<file path="src/rtl/despachador_bebida_pkg.sv">
// +-----------------------------------------------------------------------+
// | despachador_bebida_pkg: shared widths and FSM encoding                |
// | Rev 1.0                                                               |
// +-----------------------------------------------------------------------+
`default_nettype none

package despachador_bebida_pkg;

  localparam int c_ancho_nibble = 4;
  localparam int c_ancho_bebida = 8;

  typedef enum logic [1:0] {
    REPOSO   = 2'd0,
    ESPUMA   = 2'd1,
    EXTRACTO = 2'd2
  } estado_t;

endpackage

`default_nettype wire

</file>
<file path="src/rtl/fifo_bebidas.sv">
// +-----------------------------------------------------------------------+
// | fifo_bebidas: synchronous drink-word FIFO with combinational head     |
// | Rev 1.0                                                               |
// +-----------------------------------------------------------------------+
`default_nettype none

module fifo_bebidas
  import despachador_bebida_pkg::*;
#(
  parameter int PROFUNDIDAD = 2
) (
  input  logic                      clk,
  input  logic                      rst_n,
  input  logic                      push,
  input  logic                      pop,
  input  logic [c_ancho_bebida-1:0] din,
  output logic [c_ancho_bebida-1:0] dout,
  output logic                      full,
  output logic                      empty
);

  localparam int c_ancho_ptr  = (PROFUNDIDAD > 1) ? $clog2(PROFUNDIDAD) : 1;
  localparam int c_ancho_ocup = $clog2(PROFUNDIDAD + 1);

  logic [c_ancho_bebida-1:0] r_mem [PROFUNDIDAD];
  logic [c_ancho_ptr-1:0]    r_ptr_esc;
  logic [c_ancho_ptr-1:0]    r_ptr_lec;
  logic [c_ancho_ocup-1:0]   r_ocup;

  // Storage needs no reset: occupancy alone decides what is valid.
  always_ff @(posedge clk) begin
    if (push) begin
      r_mem[r_ptr_esc] <= din;
    end
  end

  always_ff @(posedge clk or negedge rst_n) begin
    if (!rst_n) begin
      r_ptr_esc <= '0;
      r_ptr_lec <= '0;
      r_ocup    <= '0;
    end else begin
      if (push) begin
        r_ptr_esc <= r_ptr_esc + c_ancho_ptr'(1);
      end
      if (pop) begin
        r_ptr_lec <= r_ptr_lec + c_ancho_ptr'(1);
      end
      case ({push, pop})
        2'b10:   r_ocup <= r_ocup + c_ancho_ocup'(1);
        2'b01:   r_ocup <= r_ocup - c_ancho_ocup'(1);
        default: r_ocup <= r_ocup;
      endcase
    end
  end

  assign dout  = r_mem[r_ptr_lec];
  assign full  = (r_ocup == c_ancho_ocup'(PROFUNDIDAD));
  assign empty = (r_ocup == '0);

endmodule

`default_nettype wire

</file>
<file path="src/rtl/despachador_bebida.sv">
// +-----------------------------------------------------------------------+
// | despachador_bebida: splits drink words into espuma/extracto nibbles   |
// | Rev 1.0                                                               |
// +-----------------------------------------------------------------------+
`default_nettype none

module despachador_bebida
  import despachador_bebida_pkg::*;
#(
  parameter int PROFUNDIDAD = 2,
  parameter int ANCHO_CONT  = 8
) (
  input  logic                      clk,
  input  logic                      rst_n,
  input  logic [c_ancho_bebida-1:0] bebida,
  input  logic                      bebida_valid,
  output logic                      bebida_ready,
  output logic [c_ancho_nibble-1:0] nibble,
  output logic                      es_espuma,
  output logic                      nibble_valid,
  input  logic                      nibble_ready,
  output logic [ANCHO_CONT-1:0]     servidas,
  output logic                      ocupado
);

  estado_t                   r_estado;
  estado_t                   w_estado_sig;
  logic [c_ancho_bebida-1:0] r_hold;
  logic [ANCHO_CONT-1:0]     r_servidas;
  logic [c_ancho_bebida-1:0] w_cabeza;
  logic                      w_push;
  logic                      w_pop;
  logic                      w_servir;
  logic                      w_full;
  logic                      w_empty;

  assign w_push = bebida_valid && !w_full;

  fifo_bebidas #(
    .PROFUNDIDAD (PROFUNDIDAD)
  ) u_fifo (
    .clk   (clk),
    .rst_n (rst_n),
    .push  (w_push),
    .pop   (w_pop),
    .din   (bebida),
    .dout  (w_cabeza),
    .full  (w_full),
    .empty (w_empty)
  );

  always_comb begin
    w_estado_sig = r_estado;
    w_pop        = 1'b0;
    w_servir     = 1'b0;
    case (r_estado)
      REPOSO: begin
        if (!w_empty) begin
          w_pop        = 1'b1;
          w_estado_sig = ESPUMA;
        end
      end
      ESPUMA: begin
        if (nibble_ready) begin
          w_estado_sig = EXTRACTO;
        end
      end
      EXTRACTO: begin
        // Reload straight from the FIFO so consecutive drinks leave no bubble.
        if (nibble_ready) begin
          w_servir = 1'b1;
          if (!w_empty) begin
            w_pop        = 1'b1;
            w_estado_sig = ESPUMA;
          end else begin
            w_estado_sig = REPOSO;
          end
        end
      end
      default: w_estado_sig = REPOSO;
    endcase
  end

  always_ff @(posedge clk or negedge rst_n) begin
    if (!rst_n) begin
      r_estado   <= REPOSO;
      r_hold     <= '0;
      r_servidas <= '0;
    end else begin
      r_estado <= w_estado_sig;
      if (w_pop) begin
        r_hold <= w_cabeza;
      end
      if (w_servir) begin
        r_servidas <= r_servidas + ANCHO_CONT'(1);
      end
    end
  end

  always_comb begin
    nibble       = '0;
    es_espuma    = 1'b0;
    nibble_valid = 1'b0;
    case (r_estado)
      ESPUMA: begin
        nibble       = r_hold[c_ancho_bebida-1:c_ancho_nibble];
        es_espuma    = 1'b1;
        nibble_valid = 1'b1;
      end
      EXTRACTO: begin
        nibble       = r_hold[c_ancho_nibble-1:0];
        nibble_valid = 1'b1;
      end
      default: begin
        nibble       = '0;
        es_espuma    = 1'b0;
        nibble_valid = 1'b0;
      end
    endcase
  end

  assign bebida_ready = !w_full;
  assign servidas     = r_servidas;
  assign ocupado      = !w_empty || (r_estado != REPOSO);

endmodule

`default_nettype wire

</file>
<file path="config.mk">
export PLATFORM = sky130hd
export DESIGN_NAME = despachador_bebida
export DESIGN_NICKNAME = d
export VERILOG_FILES = /design/src/rtl/despachador_bebida_pkg.sv /design/src/rtl/fifo_bebidas.sv /design/src/rtl/despachador_bebida.sv
export SDC_FILE = /design/constraint.sdc
export NUM_CORES = 1
export LEC_CHECK = 0
export CAP_MARGIN = 20
export CORE_MARGIN = 1
export CORE_UTILIZATION = 38
export DETAILED_ROUTE_END_ITERATION = 8
export PLACE_DENSITY = 0.67
export SYNTH_ARGS = -nofsm -noshare
export SYNTH_HDL_FRONTEND = slang
export SYNTH_SLANG_ARGS = --single-unit
</file>
<file path="constraint.sdc">
create_clock -name clk -period 3.5 [get_ports clk]
set_input_delay 0.525 -clock clk [delete_from_list [all_inputs] [get_ports clk]]
set_output_delay 0.525 -clock clk [all_outputs]
set_load 0.05 [all_outputs]
</file>
; Yosys cells after proc, flatten, opt, wreduce, memory -nomap -nowiden
; Memories as Yosys holds them, arrays and structs flattened. A register that Yosys moved wholly into a read port is not among the register bits.
; Cells that the tools add are included.
[totals]
reg_bits = 14
latchBits = 0
mem_bits_rw = 16
rom_bits = 0
wordCells = 46
mem_count = 1
[classes]
add_sub_neg = 5
multipliers = 0
div_mod_pow = 0
magnitude_cmp = 0
eq_ne = 8
n_shift = 0
n_mux = 16
bitwise = 0
n_reduce_logical = 11
[memory_table]
columns = name, words, word_bits, read_ports, rd_clocked_by_memory_dff, write_ports, line
row1 = u_fifo.r_mem, 2, 8, 1, 1, 1, fifo_bebidas.sv:25  ; logic [c_ancho_bebida-1:0] r_mem [PROFUNDIDAD];
[op_table]
columns = op, count
row1 = 1-bit two-way mux, 9
row2 = 8-bit by 1-bit adder with 8-bit output (second input constant), 1
row3 = 4-bit one-hot mux with 2 select lines, 1
row4 = 2-bit == test (second input constant), 3
row5 = 2-bit two-way mux, 3
row6 = 2-bit inequality test (second input constant), 3
row7 = 2-bit one-hot mux with 3 select lines, 1
row8 = 2-bit by 1-bit == test with 1-bit output (second input constant), 2
row9 = 2-bit logical NOT, 2
row10 = 2-bit one-hot mux with 2 select lines, 1
row11 = 2-bit nonzero test, 2
row12 = 1-bit logical NOT, 3
row13 = 3-bit AND reduction, 1
row14 = 1-bit adder (second input constant), 2
row15 = 2-bit by 1-bit adder with 2-bit output (second input constant), 1
row16 = 1-bit one-hot mux with 2 select lines, 1
row17 = 2-bit OR reduction, 1
row18 = 2-bit by 1-bit subtractor with 2-bit output (second input constant), 1
row19 = 1-bit logical AND, 1
row20 = 1-bit logical OR, 1

; Logic depth before layout (Yosys ltp)
[depth]
ltp_word = 6
ltp_mapped = 8
ltp_nobuf = 8

; Hierarchy
; From an unflattened synthesis, not the netlist that was laid out.
[unflattened]
hier_cells = 115
hier_area_um2 = 1660.3
[modules_own_cells]
columns = module, instances, cells_per_inst, area_each_um2, seq_area_each_um2
row1 = despachador_bebida, 1, 74, 898.4, 450.4
row2 = fifo_bebidas, 1, 41, 762.0, 580.6

; Worst setup path after synthesis
; Ideal clock, no wire load.
[synth_path]
path_kind = register to output
start = register r_estado[1]
end = output port nibble[0]
arrival_time_ns = 1.924
required_ns = 2.975
setup_slack_ns = 1.051
stages_incl_launch_ff = 5
path_buffers = 0
path_cell_list = dfrtp_1 -> inv_1 -> ha_1 -> a22oi_1 -> nor2b_1
[synth_between]
elab_chain_cells = 2
word_cells_on_any_way = 3
cone_classes = eq/ne (2) / mux (1)
[synth_lines]
columns = element, line
row1 = "start, declared", despachador_bebida.sv:26  ; estado_t r_estado;
row2 = "start signal, assigned", despachador_bebida.sv:90  ; r_estado <= w_estado_sig;
row3 = 2-bit == test or 2-bit by 1-bit == test with 1-bit output (tied branches), despachador_bebida.sv:104  ; case (r_estado)
row4 = 4-bit one-hot mux with 2 select lines *, despachador_bebida.sv:104
row5 = "end, declared", despachador_bebida.sv:18  ; output logic [c_ancho_nibble-1:0] nibble,
; Every way passes the cells marked *; elsewhere a longest branch is shown, timed or not.

; Worst setup path in the final report
[layout_path]
start = register r_estado[0]
end = output port nibble[0]
; The elaborated chain is that of the path after synthesis.

==> summary.txt <==
Post-Syn Area -> 0.00165 mm2
TritonCTS Sinks -> 38
Final setup fails -> 0
First-pass GRT wire length -> 5140 um
Max Fclk -> 354 MHz
Routed vias/inst -> 5.00
DP Wirelength -> 2080 um
Main area contributors after synthesis -> dfrtp_1 (33%), edfxtp_1 (29%), mux2_2 (12%)
Vias in the first global route -> 1090
Period utilization -> 0.807
Placement Setup Slack -> 1.02 ns
Die area -> 0.00460 mm2
Core Footprint -> 0.00409 mm2
DRT iter0 DRCs -> 44
Post-synth top area share -> 0.334
Critical path startpoint -> r_estado[0]$_DFFE_PN0P_
Sequential Power Share -> 0.383
Synth Area per Inst -> 14.8 um2
Count of cell types in the netlist -> 27
Syn Nets -> 130
Fin worst setup slack -> 0.675 ns
Worst-case reg-to-reg path depth -> 7
Post-synth EDFFs -> 16
Pwr/cell area -> 960 mW/mm2
Slew Viols, Final -> 0
Grt total ovfl -> 0
Commonest cells post-synth -> dfrtp_1 (22), mux2_2 (17), edfxtp_1 (16)
Origin of the worst min-delay path -> servidas[7]$_DFFE_PN0P_
HP Class -> reg2reg
Slew @ Worst Pin -> 0.755 ns
Detailed-route wire length -> 2960 um
Net count, final -> 163
CP Capture Type -> primary output
Die Height -> 67.9 um
CTS Hold Bufs -> 0
Row count -> 23
Yosys top cell by area -> dfrtp_1
TNS Setup -> 0 ns
Worst-path clk slew -> 0.07 ns
Ys Warns -> 0
Initial Util -> 0.403
CP Data Required Time -> 2.97 ns
Count leader, synth -> dfrtp_1
Worst Path Arrival -> 2.30 ns
Worst R2R Start -> r_estado[0]$_DFFE_PN0P_
First-pass detailed-route iteration total -> 4
CTS root buffer -> clkbuf_8
Vias post-DR -> 975
Top FF cell, synth -> dfrtp_1
Max Cap Viol -> 0
Sw frac -> 0.408
Rel. slew slack -> 0.495
Critical path class -> reg2out
Seq cells post-synth -> 38
I/O Pins -> 28
WL/cell -> 15.2 um
Clk_lat worst skew -> 0.29 ns
Initial antenna violation count -> 0
Crit start category -> flop
Post-route minimum period -> 2.82 ns
CTS Buf Count -> 5
Share of layout cells above drive strength 1 -> 0.200
Clk buf depth -> 2
Reg-to-reg critical path endpoint -> u_fifo.r_ocup[1]$_DFFE_PN0P_
Drt drc -> 0
Pwr Total -> 1.99 mW
RSZ-0062 raised after global routing -> no
Max VDD drop -> 0.000437 V
Largest net degree at the start of global routing -> 23
Port Buffers -> 27
Clock power frac -> 0.145
GRT Total Usage -> 0.160
Combinational Power Share -> 0.472
Hold Path Stages -> 1
Placer Congestion -> 0.719
Hold endpoint -> servidas[7]$_DFFE_PN0P_
Routed Antenna Nets -> 0
CTS tree -> built
Area Overhead vs Synth -> 25.5%
Post-CTS setup buffer count -> 0
Gates resized, CTS repair -> 0
Net Switching -> 810 uW
H-Tree Depth -> 2
Static Leak -> 0.809 nW
Cells after synthesis -> 111
Die span in x -> 67.9 um
Core Util, Final -> 0.506
Hold Vio Cnt, Final -> 0
Status -> completed
Worst-path fanout max -> 11
Flop2flop setup slack -> 1.42 ns
Sequential cell area fraction in the yosys report -> 0.626
Ant diodes -> 0
Worst Skew -> 0.00423 ns
Async S/R FF share, synth -> 0.579
P_int -> 1.18 mW
## cells in the final DEF, fill, tap and decap left out, drive strengths merged, types with 2 or more instances in the layout
| cell type | instances |
|---|---|
| clkdlybuf4s50 | 27 |
| nor2 | 5 |
| and3 | 3 |
| mux2 | 18 |
| xnor2 | 10 |
| ha | 7 |
| nand2 | 4 |
| nand3 | 2 |
| a22oi | 4 |
| xor2 | 2 |
| nand4 | 3 |
| nor2b | 4 |
| edfxtp | 16 |
| dfrtp | 22 |
| clkbuf | 5 |
| inv | 2 |
| clkinv | 2 |
## critical path: stages, from the launching register on
cell and delay [ns]:
dfrtp_1 0.44, inv_1 0.12, ha_1 0.38, a22oi_1 0.13
nor2b_1 0.13, clkdlybuf4s50_1 0.80
## per-layer routing
metal / up-vias / wire length, um / share of wire / track usage
li1: 465 / - / - / -
met4: 0 / 66 / 0.022 / 0.0781
met2: 16 / 1530 / 0.52 / 0.261
met1: 487 / 1270 / 0.43 / 0.190
met3: 7 / 100 / 0.034 / 0.0500
met5: - / 0 / 0 / 0
## logic make-up after synthesis
family,count (synthesis),synth area share
xor+xnor,12,0.0638
mux,18,0.123
simple gates,25,0.0911
buf+inv,4,0.0121
flops,38,0.626
compound gates,7,0.0311
fa+ha+maj,7,0.0531
## how the worst max path moves through the flow
stage | endpoint | slack [ns] | cells after the start
after floorplan | nibble[0] | 1.05 | 4
after global placement | nibble[3] | 1.09 | 5
after detailed placement | nibble[0] | 1.02 | 5
after CTS | nibble[0] | 0.67 | 5
after global routing | nibble[0] | 0.57 | 5
final | nibble[0] | 0.68 | 5
## power groups by stage
stage          clock, mW  sequential (mW)  combinational, mW
2_1_floorplan          0            0.789              0.653
3_3_place_gp           0            0.758              0.919
3_5_place_dp           0            0.768              0.940
4_1_cts            0.298            0.761              0.950
5_1_grt            0.316            0.785               1.02
6_report           0.288            0.760              0.938
## flip-flops by register name, summed over array words and instances (netlist names)
name,cells
servidas,8
u_fifo.r_ocup,2
u_fifo.r_ptr_lec,1
u_fifo.r_mem,16
u_fifo.r_ptr_esc,1
r_hold,8
r_estado,2
## final cells by class
type | instances | area (um2)
clock buffers | 5 | 68.8
clock inverters | 3 | 16.3
fillers | 351 | 2020
inverters | 2 | 7.51
multi-input cells | 69 | 597
flip-flops and latches | 38 | 1030
well taps | 50 | 62.6
repair buffers | 28 | 285
## metrics by stage
step / area [um2] / std cells / hold WS [ns]
4_1_cts: 2050 / 194 / 0.476
3_3_place_gp: 1970 / 186 / 0.459
2_1_floorplan: 1650 / 111 / 0.229
5_1_grt: 2070 / 195 / 0.512
3_5_place_dp: 1970 / 186 / 0.467
6_report: 2070 / 195 / 0.469
(Power assumes the default switching activity.)
